<file path="config.mk">
export PLATFORM = sky130hd
export DESIGN_NAME = dmem_arbiter_flat
export DESIGN_NICKNAME = d
export VERILOG_FILES = /design/src/rtl/dmem_arbiter_if.sv /design/src/rtl/dmem_arbiter.sv /design/src/flat_wrapper.sv
export SDC_FILE = /design/constraint.sdc
export NUM_CORES = 1
export LEC_CHECK = 0
export BUFFER_PORTS_ARGS = -buffer_cell sky130_fd_sc_hd__buf_4
export CAP_MARGIN = 20
export CORE_MARGIN = 1
export CORE_UTILIZATION = 25
export DETAILED_ROUTE_END_ITERATION = 10
export RECOVER_POWER = 50
export SYNTH_ARGS = -nofsm -noshare
export SYNTH_HDL_FRONTEND = slang
export SYNTH_SLANG_ARGS = --single-unit
</file>
<file path="constraint.sdc">
create_clock -name clk -period 2.4 [get_ports clk]
set_clock_uncertainty 0.2 [all_clocks]
set_input_delay 0.72 -clock clk [delete_from_list [all_inputs] [get_ports clk]]
set_output_delay 0.72 -clock clk [all_outputs]
set_load 0.01 [all_outputs]
</file>
<file path="src/rtl/dmem_arbiter_if.sv">
// rtl/dmem_arbiter_if.sv - requester ports, status and DataMemory side of the dmem arbiter
interface dmem_arbiter_if #(
  parameter int AW = 16,
  parameter int DW = 16
);
  logic          req0;
  logic          we0;
  logic [AW-1:0] addr0;
  logic [DW-1:0] wdata0;
  logic          ack0;
  logic          req1;
  logic          we1;
  logic [AW-1:0] addr1;
  logic [DW-1:0] wdata1;
  logic          ack1;
  logic [DW-1:0] rdata;
  logic          busy;
  logic          mem_en;
  logic          mem_we;
  logic [AW-1:0] mem_addr;
  logic [DW-1:0] mem_wdata;
  logic [DW-1:0] mem_rdata;

  modport slave (
    input  req0, we0, addr0, wdata0, req1, we1, addr1, wdata1, mem_rdata,
    output ack0, ack1, rdata, busy, mem_en, mem_we, mem_addr, mem_wdata
  );

  modport master (
    output req0, we0, addr0, wdata0, req1, we1, addr1, wdata1, mem_rdata,
    input  ack0, ack1, rdata, busy, mem_en, mem_we, mem_addr, mem_wdata
  );
endinterface

</file>
<file path="src/rtl/dmem_arbiter.sv">
// rtl/dmem_arbiter.sv - two-port DataMemory arbiter; DMEM_ARB_RR_EN selects round-robin, else port 1 priority
module dmem_arbiter #(
  parameter int AW      = 16,
  parameter int DW      = 16,
  parameter int MEM_LAT = 1
) (
  input logic           clk,
  input logic           rst,
  dmem_arbiter_if.slave bus
);

  localparam logic [1:0] IDLE   = 2'd0;
  localparam logic [1:0] ACCESS = 2'd1;
  localparam logic [1:0] WAIT   = 2'd2;
  localparam logic [1:0] DONE   = 2'd3;

  logic [1:0] state;
  logic [3:0] cnt;
  logic       owner;
  logic       last;
  logic       winner;

`ifdef DMEM_ARB_RR_EN
  // On a tie the port that did not own the previous access wins.
  always_comb begin
    winner = bus.req1;
    if (bus.req0 && bus.req1) winner = ~last;
  end
`else
  logic unusedLast;
  assign winner     = bus.req1;
  assign unusedLast = last;
`endif

  assign bus.busy = (state != IDLE);

  always_ff @(posedge clk or posedge rst) begin
    if (rst) begin
      state         <= IDLE;
      cnt           <= 4'd0;
      owner         <= 1'b0;
      last          <= 1'b1;
      bus.ack0      <= 1'b0;
      bus.ack1      <= 1'b0;
      bus.mem_en    <= 1'b0;
      bus.mem_we    <= 1'b0;
      bus.mem_addr  <= AW'(0);
      bus.mem_wdata <= DW'(0);
      bus.rdata     <= DW'(0);
    end else begin
      bus.mem_en <= 1'b0;
      bus.ack0   <= 1'b0;
      bus.ack1   <= 1'b0;
      case (state)
        IDLE: begin
          if (bus.req0 || bus.req1) begin
            owner         <= winner;
            bus.mem_en    <= 1'b1;
            bus.mem_we    <= winner ? bus.we1    : bus.we0;
            bus.mem_addr  <= winner ? bus.addr1  : bus.addr0;
            bus.mem_wdata <= winner ? bus.wdata1 : bus.wdata0;
            state         <= ACCESS;
          end
        end
        ACCESS: begin
          cnt   <= 4'(MEM_LAT - 1);
          state <= (MEM_LAT == 1) ? DONE : WAIT;
        end
        WAIT: begin
          cnt <= cnt - 4'd1;
          if (cnt == 4'd1) state <= DONE;
        end
        DONE: begin
          // DONE is the cycle in which mem_rdata is valid; rdata and ack appear together next cycle.
          if (!bus.mem_we) bus.rdata <= bus.mem_rdata;
          bus.ack0 <= ~owner;
          bus.ack1 <= owner;
          last     <= owner;
          state    <= IDLE;
        end
        default: state <= IDLE;
      endcase
    end
  end

endmodule

</file>
<file path="src/flat_wrapper.sv">
// flat-port wrapper written by rule: the top's interface ports become plain ports
module dmem_arbiter_flat 
#(
  parameter int AW      = 16,
  parameter int DW      = 16,
  parameter int MEM_LAT = 1
)
  (clk, rst, bus_req0, bus_we0, bus_addr0, bus_wdata0, bus_req1, bus_we1, bus_addr1, bus_wdata1, bus_mem_rdata, bus_ack0, bus_ack1, bus_rdata, bus_busy, bus_mem_en, bus_mem_we, bus_mem_addr, bus_mem_wdata);
  dmem_arbiter_if #(.AW(AW), .DW(DW)) bus_i ();
  input logic clk;
  input logic rst;
  input wire logic [$bits(bus_i.req0)-1:0] bus_req0;
  input wire logic [$bits(bus_i.we0)-1:0] bus_we0;
  input wire logic [$bits(bus_i.addr0)-1:0] bus_addr0;
  input wire logic [$bits(bus_i.wdata0)-1:0] bus_wdata0;
  input wire logic [$bits(bus_i.req1)-1:0] bus_req1;
  input wire logic [$bits(bus_i.we1)-1:0] bus_we1;
  input wire logic [$bits(bus_i.addr1)-1:0] bus_addr1;
  input wire logic [$bits(bus_i.wdata1)-1:0] bus_wdata1;
  input wire logic [$bits(bus_i.mem_rdata)-1:0] bus_mem_rdata;
  output wire logic [$bits(bus_i.ack0)-1:0] bus_ack0;
  output wire logic [$bits(bus_i.ack1)-1:0] bus_ack1;
  output wire logic [$bits(bus_i.rdata)-1:0] bus_rdata;
  output wire logic [$bits(bus_i.busy)-1:0] bus_busy;
  output wire logic [$bits(bus_i.mem_en)-1:0] bus_mem_en;
  output wire logic [$bits(bus_i.mem_we)-1:0] bus_mem_we;
  output wire logic [$bits(bus_i.mem_addr)-1:0] bus_mem_addr;
  output wire logic [$bits(bus_i.mem_wdata)-1:0] bus_mem_wdata;
  assign bus_i.req0 = bus_req0;
  assign bus_i.we0 = bus_we0;
  assign bus_i.addr0 = bus_addr0;
  assign bus_i.wdata0 = bus_wdata0;
  assign bus_i.req1 = bus_req1;
  assign bus_i.we1 = bus_we1;
  assign bus_i.addr1 = bus_addr1;
  assign bus_i.wdata1 = bus_wdata1;
  assign bus_i.mem_rdata = bus_mem_rdata;
  assign bus_ack0 = bus_i.ack0;
  assign bus_ack1 = bus_i.ack1;
  assign bus_rdata = bus_i.rdata;
  assign bus_busy = bus_i.busy;
  assign bus_mem_en = bus_i.mem_en;
  assign bus_mem_we = bus_i.mem_we;
  assign bus_mem_addr = bus_i.mem_addr;
  assign bus_mem_wdata = bus_i.mem_wdata;
  dmem_arbiter #(.AW(AW), .DW(DW), .MEM_LAT(MEM_LAT)) u_core (.clk(clk), .rst(rst), .bus(bus_i));
endmodule
</file>
======== After elaboration in Yosys (flattened, before gate mapping) ========
Cells that the tools add are included.
word-level totals
  bits in latches ......................... 0
  logic and storage cells ................. 37
  ROM bits ................................ 0
  memory bits (writable) .................. 0
  memories kept ........................... 0
  output and inout bits ................... 53
  input port bits ......................... 86
  flip-flop bits (word level) ............. 59
operators by class
  multiplexer cells ....................... 11
  reduce and logical (&&, ||, !) cells .... 7
  bitwise gates (word level) .............. 2
  div/mod/pow operators ................... 0
  shift-type cells ........................ 0
  order comparisons ....................... 0
  equal/unequal tests ..................... 6
  add/sub/neg operators ................... 1
  multipliers ............................. 0
operators with widths
  operator                                                            count
  16-bit two-way mux                                                  2
  2-bit case mux with 4 select lines                                  1
  4-bit case mux with 2 select lines                                  1
  2-bit AND reduction                                                 3
  1-bit two-way mux                                                   5
  2-bit == test, second input constant                                2
  4-bit by 1-bit == test with 1-bit output, second input constant     1
  2-bit two-way mux                                                   2
  2-bit by 1-bit != test with 1-bit output, second input constant     2
  2-bit nonzero test                                                  2
  4-bit by 1-bit subtractor with 4-bit output, second input constant  1
  2-bit by 1-bit == test with 1-bit output, second input constant     1
  2-bit zero test                                                     1
  1-bit inverter                                                      2
  1-bit logical OR                                                    1

======== Depth between registers and ports, before layout ========
Gate-level depths: netlist of the first run.
  depth in word-level cells ............... 3
  depth in mapped cells ................... 7
  mapped depth without buffers ............ 5

======== Least setup slack after synthesis of the first run ========
Ideal clock, no wire load.
  path type ............................... flip-flop to output port
  start point ............................. register u_core.state[0]
  end point ............................... output bus_busy
  buffers on the path ..................... 0
  stages on the path, launching flop included .. 4
  slack ................................... 668 ps
  data arrival time ....................... 812 ps
  cell sequence ........................... dfrtp_1 inv_1 ha_1 inv_1
between the ends
  cells in the longest elaborated chain, start to end .. 1
RTL lines
  item                    line                source
  start, declared         dmem_arbiter.sv:17  logic [1:0] state;
  start signal, assigned  dmem_arbiter.sv:67  state <= (MEM_LAT == 1) ? DONE : WAIT;
  2-bit nonzero test      dmem_arbiter.sv:35  assign bus.busy = (state != IDLE);
  end, declared           flat_wrapper.sv:24  output wire logic [$bits(bus_i.busy)-1:0] bus_busy;
Every way passes these cells.

======== Worst setup path after layout of the first run ========
Same ends and word-level chain as after synthesis.

==> results.yml, run 1 <==
clock_tree:
  path_clk_slew_ns: 0.06
  htreeDepth: 3
  cts_buffers: 9
  root_buffer: "clkbuf_8"
  clk_latency_ns: 0.33
  ctsResizeCount: 0
  cts_tree: "done"
  cts_setup_buffers: 0
  cts_buffer_depth: 2
  holdBufCountCts: 0
  clock_sink_count: 59
layout:
  n_fill_cell: 1034
  final_nets: 455
  syn2layout_area_growth_pct: 48.5
  drive_above_1_share: 0.470
  stdcell_area_um2: 3920
  diodes: 0
floorplan:
  pin_count: 139
  dieHeight_um: 105
  dieArea_um2: 11000
  die_x_um: 105
  initial_utilization: 0.257
  row_count: 37
  core_um2: 10300
synth:
  async_flop_share: 1.00
  ys_seq_area_frac: 0.559
  synthTopCellsByArea: "dfrtp_1 56%, mux2i_1 13%, mux2_2 6.8%, o21ai_0 5.7%, nand2_1 5.1%"
  synth_nets: 314
  yosysTopAreaCellShare: 0.559
  synth_cell_types: 23
  syn-cell-area_um2: 2640
  netlist_instances: 223
  yosysTopAreaCell: "dfrtp_1"
  avgSynthCellArea_um2: 11.8
  ys_ff_latch: 59
  yosys_warnings: 0
  synth-edff-count: 0
  synth_ff_type: "dfrtp_1"
drt:
  initialDrtViolationCount: 52
  ant_nets: 0
  drc: 0
  wl_per_cell_um: 12.1
  firstDrtPassIters: 4
  vias: 2120
  viasPerCell: 4.21
  totalWireLength_mm: 6.10
setup_path:
  cp_max_fo: 5
  crit_type: "register to output port"
  reg2reg_depth: 5
  rr_endpoint: "u_core.bus.mem_addr[10]"
  worstPathArrival_ns: 1.25
  worst_setup_path_end_kind: "output port"
  start_kind: "register"
  required_ns: 1.48
  startpoint: "u_core.state[0]"
  r2r_start: "u_core.state[0]"
  r2r_slack_ns: 0.52
  crit_end: "bus_busy"
timing:
  layout_min_cycle_time_ns: 2.17
  rsz0062_at_grt: "false"
  setup_viol: 0
  post-route-period-util: 0.904
  fin_ws_ns: 0.231
  relSlewSlack: 0.0383
  tightest_slew_ns: 1.44
  final_hold_viol_count: 0
  finalSetupTns_ns: 0
  clock.fmax_ghz: 0.461
  whs_ns: 0.264
  slew_violations: 0
grt:
  grt_max_degree: 60
  grt_overflow: 0
  grt_usage: 0.115
  grt_pass1_wl_mm: 9.80
  grt_use_met3: 0.0268
  grt_util_met1: 0.145
  busiest_layer: "met2"
  grt_pass1_vias: 2058
  grt_util_met2: 0.184
  antenna_found_initial: 0
flow_run:
  maxCapViolCount: 0
placement:
  port_buffers: 138
  routabilityCongestion: 0.675
  dp_slack_ns: 0.478
  dpl_cell_area_um2: 3790
  dp_hpwl_mm: 4.60
min_path:
  hp-class: "register to register"
power_and_ir_drop:
  p_leak_nw: 2.02
  ir_drop_v: 0.000396
  cellPowerDensity_nw_per_um2: 1130
outcome:
  status: "finished clean"
==> layer usage <==
metal,wire (um),part of all wire
met5,0,0
met4,83,0.014
met3,363,0.060
met2,2930,0.48
met1,2730,0.45
==> worst min path at each step <==
stage / startpoint / endpoint / slack, ns / cells past startpoint
floorplan: u_core.owner / u_core.bus.ack0 / 0.22 / 1
global placement: u_core.owner / u_core.bus.ack0 / 0.24 / 1
detailed placement: u_core.owner / u_core.bus.ack0 / 0.26 / 1
CTS: rst / u_core.bus.rdata[11] / 0.25 / 3
global route: u_core.owner / u_core.bus.ack0 / 0.29 / 1
finish: u_core.owner / u_core.bus.ack0 / 0.26 / 1
==> cell usage in the layout, fill, tap and decap left out, types with 2 or more instances in the layout <==
master,instances
o21ai_0,34
clkinv_2,3
nand2_1,36
inv_1,8
buf_4,137
clkbuf_8,10
mux2_2,16
nand3_1,3
clkbuf_2,4
dfrtp_1,59
clkbuf_1,2
o21ai_1,3
ha_1,5
nor2b_1,3
mux2i_1,35
==> flip-flops by register name, indices dropped and copies added (netlist names) <==
signal                count
u_core.bus.mem_addr      16
u_core.bus.mem_wdata     16
u_core.bus.rdata         16
u_core.cnt                4
u_core.state              2
u_core.bus.ack0           1
u_core.bus.ack1           1
u_core.bus.mem_en         1
u_core.bus.mem_we         1
u_core.owner              1
==> cell usage after synthesis, types with 2 or more instances <==
cell type / count
buf_4: 3
buf_6: 7
clkbuf_1: 2
dfrtp_1: 59
ha_1: 5
inv_1: 8
mux2_2: 16
mux2i_1: 35
nand2_1: 36
nand3_1: 3
nor2b_1: 3
o21ai_0: 30
o21ai_1: 6
==> worst max-delay path, cell delays in order (launching register included) <==
cell and delay, ns:
dfrtp_1 0.38, inv_1 0.10, ha_1 0.24, inv_1 0.06, buf_4 0.14
==> power by group <==
group | internal [mW] | switching [mW] | total (mW)
clock | 0.392 | 0.363 | 0.755
sequential | 1.48 | 0.257 | 1.74
combinational | 1.03 | 0.888 | 1.92
==> metrics by stage <==
stage	utilization	cells	power (mW)
floorplan	-	223	2.82
global placement	0.369	489	3.70
detailed placement	0.369	489	3.76
CTS	0.385	504	4.54
global route	0.382	504	4.78
finish	0.382	504	4.41
==> final cells by class <==
type,count,area [um2],area share
tap,136,170,0.0434
inverter,8,30.0,0.00766
sequential,59,1480,0.377
clock inverter,3,15.0,0.00383
multi-input combinational,143,1010,0.257
timing repair buffer,143,1080,0.274
clock buffer,12,145,0.0370
==> kinds of logic after synthesis <==
kind of cell | after synthesis | share of synthesized area
buffers and inverters | 21 | 0.0545
muxes | 51 | 0.201
DFF | 59 | 0.559
and+or+nand+nor | 46 | 0.0735
adders and majority gates | 5 | 0.0237
AOI/OAI and AO/OA | 41 | 0.0882
Power figures use the tool's default switching activity.
==> run 2: changes to the inputs <==
- REMOVE_ABC_BUFFERS: default -> 1
==> run 2 against run 1 <==
- non-clock buffer count grew 2
- via count up 0.61%
- highest routed layer unchanged
- largest cell class unchanged
- register-to-register slack worse by 0.10 ns
==> results.yml, run 2 (synthesis results as in run 1) <==
layout:
  mostFrequentLayoutCells: "140 x buf_4, 59 x dfrtp_1, 36 x nand2_1"
  diodes: 0
  final_nets: 457
  drive_above_1_share: 0.474
  n_fill_cell: 1028
  syn2layout_area_growth_pct: 50.5
  final_common_cell: "buf_4"
  seq_area_um2: 1480
  top_regs: "u_core.bus.mem_addr x16, u_core.bus.mem_wdata x16, u_core.bus.rdata x16"
  multiInputGateArea_um2: 1010
setup_path:
  cp_max_fo: 5
  crit_type: "register to output port"
  required_ns: 1.48
  worstPathArrival_ns: 1.24
  r2r_slack_ns: 0.42
  reg2reg_depth: 5
  start_kind: "register"
  worst_setup_path_end_kind: "output port"
  r2r_start: "u_core.state[1]"
  rr_endpoint: "u_core.bus.mem_wdata[6]"
grt:
  grt_util_met1: 0.135
  antenna_found_initial: 0
  busiest_layer: "met2"
  grt_use_met3: 0.0381
  grt_util_met2: 0.202
  grt_pass1_wl_mm: 10.1
  grt_pass1_vias: 2108
  grt_max_degree: 48
  grt_overflow: 0
  grt_usage: 0.118
min_path:
  whs_path_depth: 1
  worstHoldStart: "u_core.owner"
  min_delay_worst_endpoint: "u_core.bus.ack0"
  hp-class: "register to register"
timing:
  post-route-period-util: 0.900
  finalSetupTns_ns: 0
  tightest_slew_ns: 0.825
  slew_violations: 0
  final_hold_viol_count: 0
  relSlewSlack: 0.450
  setup_viol: 0
  layout_min_cycle_time_ns: 2.16
  rsz0062_at_grt: "false"
  clock.fmax_ghz: 0.463
power_and_ir_drop:
  p_leak_nw: 2.04
  cellPowerDensity_nw_per_um2: 1170
  ir_drop_v: 0.000368
  power.total_mw: 4.65
clock_tree:
  cts_setup_buffers: 0
  clk_latency_ns: 0.33
  path_clk_slew_ns: 0.06
  clock_sink_count: 59
  htreeDepth: 3
  cts_buffers: 9
  cts_tree: "done"
  root_buffer: "clkbuf_8"
  cts_buffer_depth: 2
floorplan:
  dieHeight_um: 105
  row_count: 37
  die_x_um: 105
  dieArea_um2: 11000
  initial_utilization: 0.257
  pin_count: 139
  core_um2: 10300
drt:
  vias: 2133
  firstDrtPassIters: 4
  initialDrtViolationCount: 77
  wl_per_cell_um: 12.2
  ant_nets: 0
  totalWireLength_mm: 6.21
  drc: 0
  viasPerCell: 4.21
placement:
  port_buffers: 138
  dp_hpwl_mm: 4.69
  routabilityCongestion: 0.742
flow_run:
  maxCapViolCount: 0
outcome:
  status: "finished clean"
[run 2: cell count changes in the layout (fill, tap and decap cells not counted)]
cell and change:
o21ai_0 -1, clkbuf_8 -1, clkinv_2 -1, ha_1 -1, ha_2 +1, clkbuf_2 -1, bufinv_16 +2, buf_4 +3
o21ai_1 +1, clkinvlp_4 +1, clkbuf_1 +1, buf_12 -1
[run 2: worst max-delay path: stages (launching register included)]
cell     delay, ns
dfrtp_1       0.38
inv_1         0.11
ha_2          0.24
inv_1         0.05
buf_4         0.14
[run 2: metrics by stage]
stage	std cells	util	hold slack, ns	instance area, um2	setup WS [ns]
3_3_place_gp	491	0.369	0.259	3800	0.463
4_1_cts	507	0.390	0.255	4010	0.119
3_5_place_dp	491	0.369	0.259	3800	0.410
6_report	507	0.387	0.261	3970	0.240
2_1_floorplan	210	-	0.218	2530	0.0237
5_1_grt	507	0.387	0.280	3970	0.110
[run 2: final cells by class]
| type | instances | share of cell area |
|---|---|---|
| tap | 136 | 0.0428 |
| sequential | 59 | 0.372 |
| inverter | 8 | 0.00756 |
| multi-input combinational | 143 | 0.254 |
| timing repair buffer | 145 | 0.271 |
| clock buffer | 11 | 0.0331 |
| clock inverter | 5 | 0.0195 |
[run 2: routing by layer]
layer | vias up | share of wire
met5 | - | 0
met4 | 0 | 0.016
met3 | 10 | 0.066
met2 | 72 | 0.50
met1 | 1002 | 0.42
li1 | 1049 | -
[run 2: power breakdown]
group	leakage, nW	internal [mW]	total [mW]	switching (mW)
Sequential	0.722	1.48	1.73	0.252
Combinational	1.22	1.04	1.96	0.912
Clock	0.103	0.582	0.964	0.382
[run 2: timing repair]
| item | in CTS | in global routing |
|---|---|---|
| hold buffers | 0 | 0 |
| resized for setup | 0 | 1 |
| endpoints found under the setup margin | 0 | 1 |
[run 2: worst max path at each step]
stage | startpoint | end | slack (ns) | cells after the start
final | u_core.state[0] | bus_busy | 0.24 | 4
after global routing | u_core.state[0] | bus_busy | 0.11 | 4
after CTS | u_core.state[0] | bus_busy | 0.12 | 4
after detailed placement | bus_req1 | u_core.bus.mem_wdata[6] | 0.41 | 4
after global placement | bus_req1 | u_core.bus.mem_wdata[9] | 0.46 | 4
after floorplan | rst | u_core.bus.ack0 | 0.02 | 1
==> run 3: changes to the inputs <==
- clock period: 2.4 -> 2.1 ns (I/O delays scaled with it)
==> run 3 against run 2 <==
- sequential power grew 14%
- critical path depth is the same
- utilization grew 0.34 points
- final cell count decreased by 0.39%
- non-clock buffer count shrank 1
- via count down 1.6%
- register-to-register slack got worse by 0.14 ns
- die area is the same
- wire length increased by 0.55%
- largest cell class unchanged
- clock-buffer cell count shrank 1
- first-iteration DRC count fell by 21%
- critical endpoint unchanged
- power increased by 18%
==> results.yml, run 3 (synthesis results as in run 1) <==
floorplan:
  pin_count: 139
  initial_utilization: 0.257
  core_um2: 10300
  row_count: 37
  dieHeight_um: 105
  dieArea_um2: 11000
  die_x_um: 105
layout:
  drive_above_1_share: 0.482
  top_regs: "u_core.bus.mem_addr x16, u_core.bus.mem_wdata x16, u_core.bus.rdata x16"
  final_nets: 456
  syn2layout_area_growth_pct: 51.8
  diodes: 0
  final_core_util: 0.390
  final_common_cell: "buf_4"
  mostFrequentLayoutCells: "141 x buf_4, 59 x dfrtp_1, 36 x nand2_1"
grt:
  grt_overflow: 0
  grt_pass1_vias: 2110
  grt_usage: 0.118
  grt_max_degree: 68
  grt_pass1_wl_mm: 10.2
  antenna_found_initial: 0
power_and_ir_drop:
  p_leak_nw: 2.05
  p_comb_frac: 0.415
  clock_power_share: 0.223
  power_switching_mw: 1.78
  internal-power_mw: 3.69
  ir_drop_v: 0.000388
  power.total_mw: 5.47
  sw_frac_of_total: 0.326
  cellPowerDensity_nw_per_um2: 1370
  seqPwrFrac: 0.363
clock_tree:
  cts_buffers: 9
  root_buffer: "clkbuf_8"
  cts_setup_buffers: 0
  htreeDepth: 3
  holdBufCountCts: 0
  clk_latency_ns: 0.32
  cts_buffer_depth: 2
  path_clk_slew_ns: 0.07
  ctsResizeCount: 2
  cts_tree: "done"
  clock_sink_count: 59
setup_path:
  required_ns: 1.27
  slowest_stage: "dfrtp_1"
  worst_setup_path_end_kind: "output port"
  worstPathArrival_ns: 1.16
  crit_chain: "inv_2, ha_4, inv_1, buf_4"
  critPathMaxStageDelay_ns: 0.41
  cp_max_fo: 5
  crit_type: "register to output port"
  start_kind: "register"
timing:
  whs_ns: 0.281
  relSlewSlack: 0.459
  final_hold_viol_count: 0
  layout_min_cycle_time_ns: 1.99
  tightest_slew_ns: 0.812
  post-route-period-util: 0.946
  setup_viol: 0
  rsz0062_at_grt: "false"
  slew_violations: 0
  clock.fmax_ghz: 0.503
drt:
  vias: 2098
  viasPerCell: 4.15
  wl_per_cell_um: 12.4
  initialDrtViolationCount: 61
  drc: 0
  firstDrtPassIters: 4
  ant_nets: 0
  totalWireLength_mm: 6.24
outcome:
  status: "finished clean"
min_path:
  hp-class: "register to register"
flow_run:
  maxCapViolCount: 0
placement:
  dp_hpwl_mm: 4.57
  routabilityCongestion: 0.699
  port_buffers: 138
run 3: cell count changes in the layout (fill, tap and decap cells not counted), moves of 2 or more:
cell | previous run | this run
clkbuf_4 | 1 | 3
clkbuf_2 | 3 | 0
inv_1 | 8 | 6
o21ai_0 | 33 | 35
clkbuf_1 | 3 | 1
o21ai_1 | 4 | 2
inv_2 | 0 | 2
run 3: area by class of cell:
| class | instances | area (um2) |
|---|---|---|
| Clock buffer | 10 | 128 |
| Clock inverter | 5 | 103 |
| Fill cell | 1054 | 6270 |
| Inverter | 8 | 30.0 |
| Multi-Input combinational cell | 143 | 1020 |
| Sequential cell | 59 | 1480 |
| Tap cell | 136 | 170 |
| Timing Repair Buffer | 144 | 1080 |
run 3: power groups by stage:
stage                     clock, mW  sequential (mW)  combinational (mW)
final                          1.22             1.98                2.27
after CTS                      1.28             1.99                2.36
after global routing           1.32             2.06                2.51
after detailed placement          0             2.01                2.32
after floorplan                   0             2.21               0.886
after global placement            0             1.99                2.29
run 3: worst paths after layout:
kind / from / endpoint / slack (ns) / depth (start not counted)
max reg2reg: u_core.state[1] / u_core.bus.mem_addr[10] / 0.28 / 5
min: u_core.bus.mem_wdata[1] / u_core.bus.mem_wdata[1] / 0.28 / 2
max in group asynchronous: rst / u_core.bus.mem_addr[7] / 0.78 / 3
min reg2reg: u_core.bus.mem_wdata[1] / u_core.bus.mem_wdata[1] / 0.28 / 2
min in group asynchronous: rst / u_core.bus.rdata[6] / 0.39 / 3
max: u_core.state[1] / bus_busy / 0.11 / 4
run 3: layer usage:
layer	global-route usage	routed length [um]
met1	0.142	2610
met2	0.196	3140
met3	0.0362	428
met4	0.0483	58
met5	0	0
run 3: metrics by stage:
step                std cells  worst slack [ns]  setup TNS (ns)  area [um2]
finish                    505             0.112               0        4010
global route              505            0.0352               0        4010
CTS                       505            0.0218               0        4050
detailed placement        490             0.284               0        3800
global placement          490             0.310               0        3800
floorplan                 210            -0.186          -10.99        2530
run 3: worst max-delay path, delay by kind of cell, from the launching register on:
family                   cells  cell delay (ns)
flip-flops                   1             0.41
buffers and inverters        3             0.26
adder cells (fa/ha/maj)      1             0.15
